===== src/rtl/msrv32_alu_op_issue.sv =====
// ALU operand/opcode issue stage for RV32I OP, OP-IMM, LUI and AUIPC with a 2-entry skid buffer.
// Optional perf counters (issue/stall) are enabled by defining MSRV32_ISSUE_PERF_CNT_EN.
module msrv32_alu_op_issue #(
    parameter int CNT_W = 32
) (
    input  logic        ms_riscv32_mp_clk_in,
    input  logic        ms_riscv32_mp_rst_in,
    input  logic [31:0] instr_in,
    input  logic [31:0] pc_in,
    input  logic [31:0] rs1_in,
    input  logic [31:0] rs2_in,
    input  logic        in_valid,
    output logic        in_ready,
    output logic [31:0] op_1_out,
    output logic [31:0] op_2_out,
    output logic [3:0]  opcode_out,
    output logic [4:0]  rd_addr_out,
    output logic        out_valid,
    input  logic        out_ready,
    output logic        illegal_out
`ifdef MSRV32_ISSUE_PERF_CNT_EN
    ,
    output logic [CNT_W-1:0] issue_cnt_out,
    output logic [CNT_W-1:0] stall_cnt_out
`endif
);

    if (CNT_W < 8 || CNT_W > 32) begin : g_bad_cnt_w
        $error("CNT_W must be in 8..32");
    end

    typedef struct packed {
        logic [31:0] op1;
        logic [31:0] op2;
        logic [3:0]  opc;
        logic [4:0]  rd;
    } beat_t;

    typedef enum logic [1:0] {
        ST_EMPTY = 2'd0,
        ST_ONE   = 2'd1,
        ST_FULL  = 2'd2
    } state_t;

    localparam logic [6:0] OPC_OP     = 7'b0110011;
    localparam logic [6:0] OPC_OP_IMM = 7'b0010011;
    localparam logic [6:0] OPC_LUI    = 7'b0110111;
    localparam logic [6:0] OPC_AUIPC  = 7'b0010111;

    state_t state_q, state_d;
    beat_t  out_q, out_d;
    beat_t  skid_q, skid_d;
    beat_t  dec;
    logic   dec_legal;
    logic   in_ready_q;
    logic   illegal_q;
    logic   in_fire, in_accept, out_fire;

    // Instruction decode
    always_comb begin
        logic [2:0] f3;
        logic       f7b5;
        f3        = instr_in[14:12];
        f7b5      = instr_in[30];
        dec       = '0;
        dec_legal = 1'b1;
        dec.rd    = instr_in[11:7];
        case (instr_in[6:0])
            OPC_OP: begin
                dec.op1 = rs1_in;
                dec.op2 = rs2_in;
                dec.opc = {f7b5 & ((f3 == 3'b000) | (f3 == 3'b101)), f3};
            end
            OPC_OP_IMM: begin
                dec.op1 = rs1_in;
                if (f3 == 3'b001 || f3 == 3'b101) begin
                    dec.op2 = {27'b0, instr_in[24:20]};
                end else begin
                    dec.op2 = {{20{instr_in[31]}}, instr_in[31:20]};
                end
                dec.opc = {f7b5 & (f3 == 3'b101), f3};
            end
            OPC_LUI: begin
                dec.op2 = {instr_in[31:12], 12'b0};
            end
            OPC_AUIPC: begin
                dec.op1 = pc_in;
                dec.op2 = {instr_in[31:12], 12'b0};
            end
            default: begin
                dec       = '0;
                dec_legal = 1'b0;
            end
        endcase
    end

    assign in_fire   = in_valid & in_ready_q;
    assign in_accept = in_fire & dec_legal;
    assign out_fire  = (state_q != ST_EMPTY) & out_ready;

    // Skid buffer next state; illegal instructions are consumed without occupying a slot
    always_comb begin
        state_d = state_q;
        out_d   = out_q;
        skid_d  = skid_q;
        case (state_q)
            ST_EMPTY: begin
                if (in_accept) begin
                    state_d = ST_ONE;
                    out_d   = dec;
                end
            end
            ST_ONE: begin
                if (in_accept && out_fire) begin
                    out_d = dec;
                end else if (in_accept) begin
                    state_d = ST_FULL;
                    skid_d  = dec;
                end else if (out_fire) begin
                    state_d = ST_EMPTY;
                end
            end
            ST_FULL: begin
                if (out_fire) begin
                    state_d = ST_ONE;
                    out_d   = skid_q;
                end
            end
            default: begin
                state_d = ST_EMPTY;
            end
        endcase
    end

    always_ff @(posedge ms_riscv32_mp_clk_in) begin
        if (ms_riscv32_mp_rst_in) begin
            state_q    <= ST_EMPTY;
            out_q      <= '0;
            skid_q     <= '0;
            in_ready_q <= 1'b1;
            illegal_q  <= 1'b0;
        end else begin
            state_q    <= state_d;
            out_q      <= out_d;
            skid_q     <= skid_d;
            in_ready_q <= (state_d != ST_FULL);
            illegal_q  <= in_fire & ~dec_legal;
        end
    end

    assign in_ready    = in_ready_q;
    assign out_valid   = (state_q != ST_EMPTY);
    assign op_1_out    = out_q.op1;
    assign op_2_out    = out_q.op2;
    assign opcode_out  = out_q.opc;
    assign rd_addr_out = out_q.rd;
    assign illegal_out = illegal_q;

`ifdef MSRV32_ISSUE_PERF_CNT_EN
    logic [CNT_W-1:0] issue_cnt_q, stall_cnt_q;

    always_ff @(posedge ms_riscv32_mp_clk_in) begin
        if (ms_riscv32_mp_rst_in) begin
            issue_cnt_q <= '0;
            stall_cnt_q <= '0;
        end else begin
            if (out_fire) begin
                issue_cnt_q <= issue_cnt_q + CNT_W'(1);
            end
            if (out_valid && !out_ready) begin
                stall_cnt_q <= stall_cnt_q + CNT_W'(1);
            end
        end
    end

    assign issue_cnt_out = issue_cnt_q;
    assign stall_cnt_out = stall_cnt_q;
`endif

endmodule


===== config.mk =====
export PLATFORM = sky130hd
export DESIGN_NAME = msrv32_alu_op_issue
export DESIGN_NICKNAME = d
export VERILOG_FILES = /design/src/rtl/msrv32_alu_op_issue.sv
export SDC_FILE = /design/constraint.sdc
export NUM_CORES = 1
export LEC_CHECK = 0
export ABC_CLOCK_PERIOD_IN_PS = 2790
export BUFFER_PORTS_ARGS = -buffer_cell sky130_fd_sc_hd__buf_2
export CAP_MARGIN = 20
export CORE_ASPECT_RATIO = 1.4
export CORE_MARGIN = 5
export CORE_UTILIZATION = 52
export DETAILED_ROUTE_END_ITERATION = 10
export PLACE_DENSITY = 0.85
export SLEW_MARGIN = 0
export SYNTH_ARGS = -nofsm -noshare
export SYNTH_HDL_FRONTEND = slang
export SYNTH_SLANG_ARGS = --single-unit

===== constraint.sdc =====
create_clock -name ms_riscv32_mp_clk_in -period 2.79 [get_ports ms_riscv32_mp_clk_in]
set_clock_uncertainty 0.2 [all_clocks]
set_input_delay 0.558 -clock ms_riscv32_mp_clk_in [delete_from_list [all_inputs] [get_ports ms_riscv32_mp_clk_in]]
set_output_delay 0.558 -clock ms_riscv32_mp_clk_in [all_outputs]
set_load 0.02 [all_outputs]

* Yosys cells after proc, flatten, opt, wreduce, memory -nomap -nowiden
Index checks and enable logic that the tools add are counted.
W data, S select, Z words.
** Operators by class
- Eq/ne operators :: 12
- Muxes and demuxes :: 16
- Bitwise logic cells :: 9
- Reductions and logical operators :: 11
** Operators by type and width (count)
- $mux W73 :: 3
- $pmux W73 S3 :: 1
- $pmux W32 S3 :: 1
- $pmux W32 S2 :: 1
- $mux W32 :: 1
- $eq A7 B5 Y1 const B :: 2
- $eq A7 B6 Y1 const B :: 2
- $mux W2 :: 5
- $ne A2 B2 Y1 const B :: 4
- $pmux W4 S2 :: 1
- $and A1 B1 Y1 :: 6
- $pmux W2 S3 :: 1
- $mux W5 :: 1
- $reduce_and A4 Y1 :: 1
- $reduce_or A2 Y1 :: 2
- $reduce_or A4 Y1 :: 1
- $eq A3 B1 Y1 const B :: 1
- $eq A3 B3 Y1 const B :: 1
- $logic_not A3 Y1 :: 1
- $reduce_and A3 Y1 :: 1
- $reduce_bool A3 Y1 :: 1
- $eq A2 B1 Y1 const B :: 1
- $eq A2 B2 Y1 const B :: 1
- $logic_not A2 Y1 :: 1
- other kinds (6) :: 7
** Storage, ports and cells
- Bits in registers :: 150
- Output and inout port bits :: 76
- Logic and storage cells :: 59

* Depth between registers and ports, before layout
- Depth in word-level cells :: 8
- Depth in mapped cells :: 7

* Worst setup path before layout
No wires, ideal clock.
- Path kind :: input to register
- From :: input instr_in[6]
- To :: register skid_q[8] (netlist bit)
- Arrival :: 1869 ps
- Data required time :: 2520 ps
- Setup slack :: 650 ps
- Stages :: 4
- Cell sequence :: nand4b_4 -> or4_1 -> or4_1 -> a21oi_1
** On the way
- Word-level cells in the longest chain between the ends :: 7
- Elaborated cells between the ends (all ways) :: 11
- Classes of those cells :: eq/ne (4); mux (2); bitwise (2); reduce/logical (3)
** Ends and longest elaborated chain
- start, declared :: line 8 : input logic [31:0] instr_in,
- $eq A7 B5 Y1 / $eq A7 B6 Y1 (equally long branches) :: line 68 : case (instr_in[6:0])
- $reduce_or A4 Y1 (no line)
- $mux W1 :: line 68
- $and A1 B1 Y1 :: line 98 : assign in_accept = in_fire & dec_legal;
- $logic_and A1 B1 Y1 :: line 114 : if (in_accept && out_fire) begin
- $not A1 Y1 (no line)
- $reduce_and A3 Y1 (no line)
- end signal, assigned :: line 145 : skid_q <= skid_d;
- end, declared :: line 52 : beat_t skid_q, skid_d;
Several ways; a longest one is shown, not always the timed one.
A chain may end at the register's enable or synchronous reset.

* Worst setup path after layout
- From :: register state_q[1]
- To :: register out_q, in the netlist op_2_out[12]
** On the way
- Word-level cells in the longest chain between the ends :: 5
- Elaborated cells between the ends (all ways) :: 12
- Classes of those cells :: eq/ne (5); mux (1); bitwise (1); reduce/logical (5)
** Ends and longest elaborated chain
- start, declared :: line 50 : state_t state_q, state_d;
- start signal, assigned :: line 143 : state_q <= state_d;
- $reduce_bool A2 Y1 :: line 99 : assign out_fire = (state_q != ST_EMPTY) & out_ready;
- $and A1 B1 Y1 :: line 99
- $logic_and A1 B1 Y1 :: line 114
- $ne A2 B2 Y1 (no line)
- $reduce_and A4 Y1 (no line)
- end signal, assigned :: line 144 : out_q <= out_d;
- end, declared :: line 51 : beat_t out_q, out_d;
Several ways; a longest one is shown, not always the timed one.

==> results.toml <==
[placed_design]
dp_hpwl_um = 14100
io_buffers = 207
globalplace.congestion = 0.804

[clock_network]
post_cts_buffers = 0
tritoncts = "built"
cts_root_buffer = "clkbuf_16"
ctsResizeCount = 0
cts.sinks = 150
clk_latency_ns = 0.41
cts_buffers = 17
cts_max_path_buffers = 2
cts_hold_buf = 0
htree_levels = 4
clkTransAtPathRegs_ns = 0.06

[setup_path]
crit_slowest_cell = "nor2b_4"
r2r_end = "op_2_out[12]"
cp-end-kind = "flop"
crit_type = "reg -> reg"
worst_ep_required_time_ns = 2.90
cp_max_fo = 41
cp_top_family = "simple AND/OR/NAND/NOR gates"
critPathBufInv = 1
startpoint_type = "flop"
regToRegSetupSlack_ns = 0.47
worst_r2r_startpoint = "state_q[1]"
crit_chain = "nor2b_4 -> buf_4 -> nand2_1 -> a311oi_1"
r2r_cells = 4
cp.arrival_ns = 2.43
cp_slowest_stage_delay_ns = 0.79

[route]
wirelength_um = 21000
drtAntennaViolNets = 0
dr.pass1.iters = 5
drcViolationCount = 0
via_count = 7327
drt-initial-drc-count = 434
avgViaCountPerCell = 5.78
wl_per_cell_um = 16.6

[global_route]
antenna_found_initial = 1
grt_max_degree = 93
grt_usage = 0.255
grt_pass1_wl_um = 32900
grt_pass1_vias = 6591
overflow = 0

[job]
max_cap_violations = 0

[logic_synthesis]
syn_avg_cell_area_um2 = 7.76
synth_xor_area_frac = 0
yosys_warnings = 0
syn_inst = 918
ys_seq_elements = 150
synthAdderAreaFrac = 0
yosysTopAreaCell = "dfxtp_1"
yosysTopAreaCellShare = 0.421
synthMuxAreaShare = 0.00843
synth.top_cells.by_area = "dfxtp_1 (42%), nand2_1 (7.1%), a21oi_1 (6.6%)"
synth_simple_gate_area_frac = 0.268
yosysUniqueCellTypes = 36
synth_top_family_by_area = "simple AND/OR/NAND/NOR gates"
synth_fp_nets = 1050
synth_seq_area_share = 0.421
syn-cell-area_um2 = 7130
synth_compound_area_frac = 0.245

[power_and_ir_drop]
ir_worst_vdd_mv = 0.355
power.share.combinational = 0.081
power_density_nw_per_um2 = 551
p_sw_frac = 0.233
p_sw_mw = 1.15
power.internal_mw = 3.79
p_clk_frac = 0.481
seq_power_share = 0.438
power_leakage_nw = 3.35

[hold_path]
hp-start = "instr_in[7]"
hold_depth = 3
holdPathEnd = "skid_q[0]"
hp-class = "in -> reg"

[timing]
fmax_ghz = 0.431
finalCritPeriodShare = 0.832
min_period_ns = 2.32
setup_viol = 0
whs_ns = 0.196
worst_pin_slew_ns = 0.853
hold_viol_final = 0
slew_viol_final = 0
rsz0062_at_grt = "no"
slew_headroom = 0.430
fin_tns_setup_ns = 0

[die]
core_um2 = 13400
dieArea_um2 = 16200
fp-row-count = 50
die_w_um = 109
die_h_um = 149
ios = 208
start_util = 0.532

[final_layout]
n_antenna_cell = 0
seqCellArea_um2 = 3000
syn2layout_area_growth_pct = 25.9
utilization = 0.670
nNetsFinal = 1204
multi_input_area_um2 = 3750
drive_gt1_frac = 0.257
nFillCells = 1169

[run_status]
run_status = "finished, final reports clean"
state kept, by name (all words and copies together), names as in the netlist:
| signal | cells |
|---|---|
| op_2_out | 32 |
| rd_addr_out | 5 |
| skid_q | 73 |
| illegal_out | 1 |
| in_ready | 1 |
| state_q | 2 |
| opcode_out | 4 |
| op_1_out | 32 |
logic make-up (layout without fill, tap and decap cells):
| group | Yosys count | after routing |
|---|---|---|
| multiplexers | 6 | 6 |
| AO/OA/AOI/OAI | 267 | 267 |
| AND/OR/NAND/NOR | 393 | 393 |
| buffers and inverters | 102 | 269 |
| flip-flops | 150 | 150 |
per-layer routing:
layer  track usage  up-vias  part of all wire
met5             0        -           0.00090
met4        0.0897        2             0.022
met3        0.0499       38             0.074
met2         0.439      302              0.51
met1         0.312     3376              0.39
li1              -     3609                 -
tightest hold or removal path, delay by kind of cell:
kind            cells  cell delay [ns]
buf+inv             1             0.11
simple gates        1             0.05
compound gates      1             0.05
cell usage after synthesis (all sizes together):
library cell / count
dfxtp: 150
nand2: 134
a21oi: 94
clkbuf: 76
nor2: 76
nand3: 54
nand4: 38
a311oi: 37
a211oi: 35
a31oi: 35
and2: 35
a22o: 32
nand2b: 29
o21ai: 28
buf: 24
mux2i: 6
nor3: 6
nor2b: 5
nand3b: 3
or2: 3
or4: 3
a21o: 2
nor3b: 2
o41ai: 2
or3: 2
a32oi: 1
clkinv: 1
inv: 1
nand4b: 1
nor4: 1
o31ai: 1
or3b: 1
how the worst max path moves through the flow:
stage	start	to	slack, ns	cells past startpoint
after global placement	instr_in[3]	skid_q[8]	0.24	5
after floorplan	instr_in[6]	skid_q[8]	0.65	4
after detailed placement	instr_in[3]	skid_q[8]	0.21	5
final	state_q[1]	op_2_out[12]	0.47	4
after CTS	state_q[1]	op_2_out[12]	0.47	4
after global routing	state_q[1]	op_2_out[4]	0.31	4
power groups by stage:
stage	Combinational, mW	Sequential [mW]	Clock [mW]
2_1_floorplan	0.197	2.23	0
3_3_place_gp	0.390	2.21	0
3_5_place_dp	0.395	2.21	0
4_1_cts	0.399	2.16	2.42
5_1_grt	0.437	2.16	2.52
6_report	0.402	2.16	2.38
stage by stage:
stage | worst slack, ns | cell area [um^2] | power, mW | cells
6_report | 0.469 | 8970 | 4.94 | 1267
3_5_place_dp | 0.212 | 8350 | 2.61 | 1235
2_1_floorplan | 0.650 | 7130 | 2.42 | 918
3_3_place_gp | 0.238 | 8350 | 2.60 | 1235
4_1_cts | 0.466 | 8970 | 4.98 | 1267
5_1_grt | 0.307 | 8970 | 5.12 | 1267
placed cells by master (no fill, tap or decap), types with 3 or more instances in the layout:
master     instances
nor3_1             6
nand2b_1          28
a22o_1            32
o21ai_0           28
nand2_1          134
buf_12             9
bufinv_16          3
inv_6              4
clkbuf_16         17
dfxtp_1          150
a21oi_1           94
and2_1            35
nand3_1           54
nor2_1            75
buf_4             20
a311oi_1          37
buf_2            206
a211oi_1          35
a31oi_1           35
mux2i_1            6
nand4_1           38
cell type report:
class,count,area share
sequential,150,0.335
inverter,2,0.000837
clock inverter,13,0.0187
tap,182,0.0254
clock buffer,19,0.0505
multi-input combinational,666,0.418
timing repair buffer,235,0.152
No activity file was read; power rests on OpenSTA's default activity.
